`src/rtl/ha_pkg.sv`:
```
// Shared types for the half-adder result FIFO: the stored entry layout and
// the width of the saturating event counters.
package ha_pkg;

    localparam int TALLY_W       = 8;
    // Widest tag the entry can carry; narrower tags are zero-extended on store.
    localparam int HA_ADDR_MAX_W = 16;

    typedef struct packed {
        logic [HA_ADDR_MAX_W-1:0] addr;
        logic                     carry;
        logic                     sum;
    } ha_entry_t;

endpackage

```
`src/rtl/ha_fifo_mem.sv`:
```
// Entry storage for ha_result_fifo: DEPTH entries, one synchronous write port,
// one asynchronous read port. Contents are never reset.
module ha_fifo_mem
    import ha_pkg::*;
#(
    parameter int DEPTH = 8,
    parameter int PTR_W = $clog2(DEPTH)
) (
    input  logic             clk,
    input  logic             we,
    input  logic [PTR_W-1:0] waddr,
    input  ha_entry_t        wdata,
    input  logic [PTR_W-1:0] raddr,
    output ha_entry_t        rdata
);

    ha_entry_t mem [DEPTH];

    always_ff @(posedge clk) begin
        if (we) begin
            mem[waddr] <= wdata;
        end
    end

    assign rdata = mem[raddr];

endmodule

```
`src/rtl/ha_result_fifo.sv`:
```
// Registered FIFO for half-adder results with sticky overflow flag and a
// saturating carry tally. Optional drop counter under HA_RESULT_FIFO_DROP_CNT_EN.
module ha_result_fifo
    import ha_pkg::*;
#(
    parameter int DEPTH  = 8,
    parameter int ADDR_W = 4
) (
    input  logic                     clk,
    input  logic                     rst,
    input  logic                     in_valid,
    input  logic                     in_sum,
    input  logic                     in_carry,
    input  logic [ADDR_W-1:0]        in_addr,
    output logic                     in_ready,
    output logic                     out_valid,
    input  logic                     out_ready,
    output logic                     out_sum,
    output logic                     out_carry,
    output logic [ADDR_W-1:0]        out_addr,
    output logic [$clog2(DEPTH):0]   count,
    output logic                     ovf,
    output logic [TALLY_W-1:0]       carry_tally
`ifdef HA_RESULT_FIFO_DROP_CNT_EN
    ,
    output logic [TALLY_W-1:0]       drop_cnt
`endif
);

    localparam int PTR_W = $clog2(DEPTH);
    localparam int CNT_W = PTR_W + 1;
    localparam logic [CNT_W-1:0] FULL_CNT = CNT_W'(DEPTH);
    localparam logic [CNT_W-1:0] ONE_CNT  = CNT_W'(1);

    function automatic logic [TALLY_W-1:0] sat_inc(input logic [TALLY_W-1:0] v);
        return (v == '1) ? v : v + 1'b1;
    endfunction

    logic [PTR_W-1:0] wr_ptr;
    logic [PTR_W-1:0] rd_ptr;
    logic             push;
    logic             pop;
    logic             refuse;
    ha_entry_t        wr_entry;
    ha_entry_t        rd_entry;
    logic             unused_rd_addr;

    // Handshakes depend only on registered count, so out_ready never reaches in_ready.
    assign in_ready  = (count != FULL_CNT);
    assign out_valid = (count != '0);
    assign push      = in_valid && in_ready;
    assign pop       = out_valid && out_ready;
    assign refuse    = in_valid && !in_ready;

    assign wr_entry = '{addr: HA_ADDR_MAX_W'(in_addr), carry: in_carry, sum: in_sum};

    ha_fifo_mem #(
        .DEPTH (DEPTH),
        .PTR_W (PTR_W)
    ) u_mem (
        .clk   (clk),
        .we    (push),
        .waddr (wr_ptr),
        .wdata (wr_entry),
        .raddr (rd_ptr),
        .rdata (rd_entry)
    );

    assign out_addr       = rd_entry.addr[ADDR_W-1:0];
    assign out_carry      = rd_entry.carry;
    assign out_sum        = rd_entry.sum;
    assign unused_rd_addr = ^rd_entry.addr;

    // Pointers are PTR_W bits wide, so DEPTH-1 wraps to 0 naturally.
    always_ff @(posedge clk or posedge rst) begin
        if (rst) begin
            wr_ptr <= '0;
            rd_ptr <= '0;
            count  <= '0;
        end else begin
            if (push) begin
                wr_ptr <= wr_ptr + 1'b1;
            end
            if (pop) begin
                rd_ptr <= rd_ptr + 1'b1;
            end
            case ({push, pop})
                2'b10:   count <= count + ONE_CNT;
                2'b01:   count <= count - ONE_CNT;
                default: count <= count;
            endcase
        end
    end

    always_ff @(posedge clk or posedge rst) begin
        if (rst) begin
            ovf         <= 1'b0;
            carry_tally <= '0;
        end else begin
            if (refuse) begin
                ovf <= 1'b1;
            end
            if (push && in_carry) begin
                carry_tally <= sat_inc(carry_tally);
            end
        end
    end

`ifdef HA_RESULT_FIFO_DROP_CNT_EN
    always_ff @(posedge clk or posedge rst) begin
        if (rst) begin
            drop_cnt <= '0;
        end else if (refuse) begin
            drop_cnt <= sat_inc(drop_cnt);
        end
    end
`else
    // Refused offers are only recorded by the sticky ovf flag.
`endif

endmodule

```
`config.mk`:
```
export PLATFORM = sky130hd
export DESIGN_NAME = ha_result_fifo
export DESIGN_NICKNAME = d
export VERILOG_FILES = /design/src/rtl/ha_pkg.sv /design/src/rtl/ha_fifo_mem.sv /design/src/rtl/ha_result_fifo.sv
export SDC_FILE = /design/constraint.sdc
export NUM_CORES = 1
export LEC_CHECK = 0
export CORE_MARGIN = 8
export CORE_UTILIZATION = 50
export CTS_CLUSTER_DIAMETER = 40
export DETAILED_ROUTE_END_ITERATION = 10
export GPL_ROUTABILITY_DRIVEN = 1
export PLACE_DENSITY = 0.75
export SYNTH_ARGS = -nofsm -noshare
export SYNTH_HDL_FRONTEND = slang
export SYNTH_SLANG_ARGS = --single-unit
```
`constraint.sdc`:
```
create_clock -name clk -period 2.2 [get_ports clk]
set_clock_uncertainty 0.1 [all_clocks]
set_input_delay 0.33 -clock clk [delete_from_list [all_inputs] [get_ports clk]]
set_output_delay 0.33 -clock clk [all_outputs]
set_load 0.005 [all_outputs]
```
==> key figures <==
Clocking
  • CTS tree: yes
  • CTS max path bufs: 2
  • Clk_lat worst skew: 320 ps
  • TritonCTS Sinks: 67
  • CTS Buf Count: 9
  • Clk slew on worst S/H paths: 70 ps
  • Hold buffers post-CTS: 0
  • Htree depth: 3
  • Root buffer cell: clkbuf_8

Min path
  • HP Class: in2async

Layout
  • Nets: 265
  • Fin cells: 326
  • Antenna cells: 0
  • Area grow syn2layout: 35.5%
  • Share of layout cells above drive strength 1: 39.0%
  • FILL cells: 361
  • Commonest non-fill, non-tap cells in the layout: edfxtp_1, buf_4, clkdlybuf4s50_1, dfrtp_1
  • Layout Utilization: 69.9%
  • Most common cell after layout, fill and taps aside: edfxtp_1
  • Post-route cell area: 0.00385 mm2

Die
  • Total die area: 0.00835 mm2
  • Row count: 27
  • Starting Density: 51.6%
  • Die Y: 91.4 um
  • Die X-Extent: 91.4 um
  • # IOs: 31
  • Core area: 0.00551 mm2

Logic synthesis
  • Syn Area/Cell: 16.7 um2
  • Synthesis-stage register bit count: 67
  • Synthesized Nets: 186
  • Yosys cell types: 36
  • Cells after Synth: 170
  • Seq/Total Area, Yosys: 67.5%
  • Area of the mapped netlist: 0.00284 mm2
  • Yosys warns: 0

Placed design
  • Pre-CTS setup slack: -120 ps
  • RePlAce Congestion: 0.821
  • Post-DP HPWL: 4340 um
  • Area after DPL: 0.00346 mm2
  • IO Port Bufs: 30
  • Placed insts: 298

Timing
  • Final Hold Viols: 0
  • Achievable Freq: 0.433 GHz
  • RSZ-0062 raised after global routing: yes
  • Hold WS: 188 ps
  • Worst rel slew slack: 66.1%
  • Minimum clock period: 2310 ps
  • Final setup violating endpoints: 8
  • Total negative slack: -568 ps
  • Final Max Slew Viols: 0
  • Final WS setup: -112 ps
  • Worst Tran Pin Value: 508 ps
  • Final period utilization: 105%

Setup path
  • Worst Setup End Kind: flop
  • Critical Path Source: count[0]
  • Critical path class: reg2reg
  • RR Startpoint: count[0]
  • CP Launch Type: flop
  • Required time worst endpoint: 2310 ps
  • WP data arrival: 2420 ps
  • Crit path max fanout: 2

Run status
  • Failing checks: negative setup slack
  • Status: complete, but fails checks

Global routing
  • Grt ovf: 0
  • Largest net degree at the start of global routing: 12
  • First-pass GRT wire length: 9600 um
  • Vias in the first global route: 1,968
  • All-Layer GR Usage: 14.9%
  • Initial antenna violation count: 0

Power and ir drop
  • Peak supply drop: 736 uV
  • LEAKAGE: 1.48 nW
  • Total Power: 5.14 mW
  • Cell area power density: 1340 mW/mm2

Route
  • Final WL: 6020 um
  • DRT antenna net count: 0
  • Detailed Route Iter0 Violations: 123
  • Vias: 1,735
  • DRT Pass-1 Iters: 4
  • Residual DRC count: 0
  • Via-to-Cell Ratio: 5.32
  • Average routed wire per standard cell: 18.5 um

Flow run
  • Max Cap Viol: 0
[sequential cells by signal (all words and copies together), names as in the netlist]
signal,flops
u_mem.mem,48
ovf,1
wr_ptr,3
count,4
carry_tally,8
rd_ptr,3
[layout make-up]
type | count | area (um2) | area share (%)
clock buffers | 12 | 135 | 3.51
flip-flops and latches | 67 | 1920 | 49.8
well taps | 72 | 90.1 | 2.34
repair buffers | 73 | 683 | 17.8
clock inverters | 4 | 51.3 | 1.33
inverters | 5 | 23.8 | 0.618
multi-input cells | 93 | 947 | 24.6
[what timing repair did]
item,CTS,global route
resized for setup,40,9
pin swaps,5,9
setup buffers,7,5
endpoints found under the setup margin,9,10
gates cloned,0,0
[cell families after synthesis]
group | count (synthesis) | share of synthesized area (%)
compound gates | 7 | 1.59
xor+xnor | 12 | 3.70
fa+ha+maj | 6 | 2.64
buf+inv | 10 | 1.89
flops | 67 | 67.5
mux | 23 | 14.0
simple gates | 45 | 8.72
[power by group]
group	switching (mW)	internal (mW)	total, mW
Combinational	0.826	1.42	2.24
Sequential	0.263	1.66	1.92
Clock	0.449	0.525	0.975
[final timing paths]
| path | endpoint | slack, ps | depth (start not counted) |
|---|---|---|---|
| max | count[2] | -110 | 10 |
| min | rd_ptr[1] | 190 | 2 |
| max reg2reg | count[2] | -110 | 10 |
| min reg2reg | ovf | 400 | 1 |
| max in group asynchronous | wr_ptr[2] | 1310 | 3 |
| min in group clk | ovf | 400 | 1 |
[critical path, cell delays in order, from the launching register on]
cell and delay, ps:
dfrtp_2 430, or4_4 540, nand2_4 90, inv_4 40
ha_4 160, xor2_2 130, ha_2 180, a21oi_2 120
xor2_1 180, nor2_1 70, xor2_1 160
[cells in the mapped netlist]
| master | instances | area share [%] |
|---|---|---|
| dfrtp_1 | 19 | 17 |
| mux2_4 | 1 | 0.53 |
| and2_1 | 1 | 0.22 |
| edfxtp_1 | 48 | 51 |
| mux2_2 | 9 | 3.6 |
| nor3b_1 | 1 | 0.26 |
| nand3_1 | 5 | 0.88 |
| o21ai_0 | 1 | 0.18 |
| nor4b_4 | 1 | 0.84 |
| nor4_1 | 1 | 0.22 |
| nor3_1 | 3 | 0.53 |
| a32oi_1 | 1 | 0.31 |
| nand2_1 | 14 | 1.9 |
| nor2_1 | 8 | 1.1 |
| and3_4 | 1 | 0.40 |
| buf_2 | 1 | 0.18 |
| inv_2 | 1 | 0.13 |
| clkbuf_1 | 1 | 0.13 |
| xnor2_1 | 7 | 2.2 |
| and4_1 | 1 | 0.31 |
| o22ai_1 | 1 | 0.22 |
| or4_1 | 1 | 0.26 |
| buf_6 | 2 | 0.79 |
| o21a_1 | 1 | 0.26 |
| nand2b_1 | 3 | 0.66 |
| xor2_1 | 5 | 1.5 |
| ha_1 | 6 | 2.6 |
| or2b_1 | 1 | 0.26 |
| buf_1 | 1 | 0.13 |
| mux4_2 | 12 | 9.5 |
| inv_1 | 4 | 0.53 |
| and2_4 | 1 | 0.31 |
| mux2i_1 | 1 | 0.35 |
| nand4_1 | 3 | 0.66 |
| a21oi_1 | 2 | 0.35 |
| a21o_1 | 1 | 0.26 |
[routing by layer]
| layer | share of wire (%) | up-vias | global-route usage (%) |
|---|---|---|---|
| li1 | - | 803 | - |
| met1 | 38 | 877 | 15.4 |
| met2 | 56 | 49 | 27.2 |
| met3 | 4.4 | 6 | 3.79 |
| met4 | 1.3 | 0 | 7.23 |
| met5 | 0 | - | 0 |
No activity file was read; power rests on OpenSTA's default activity.
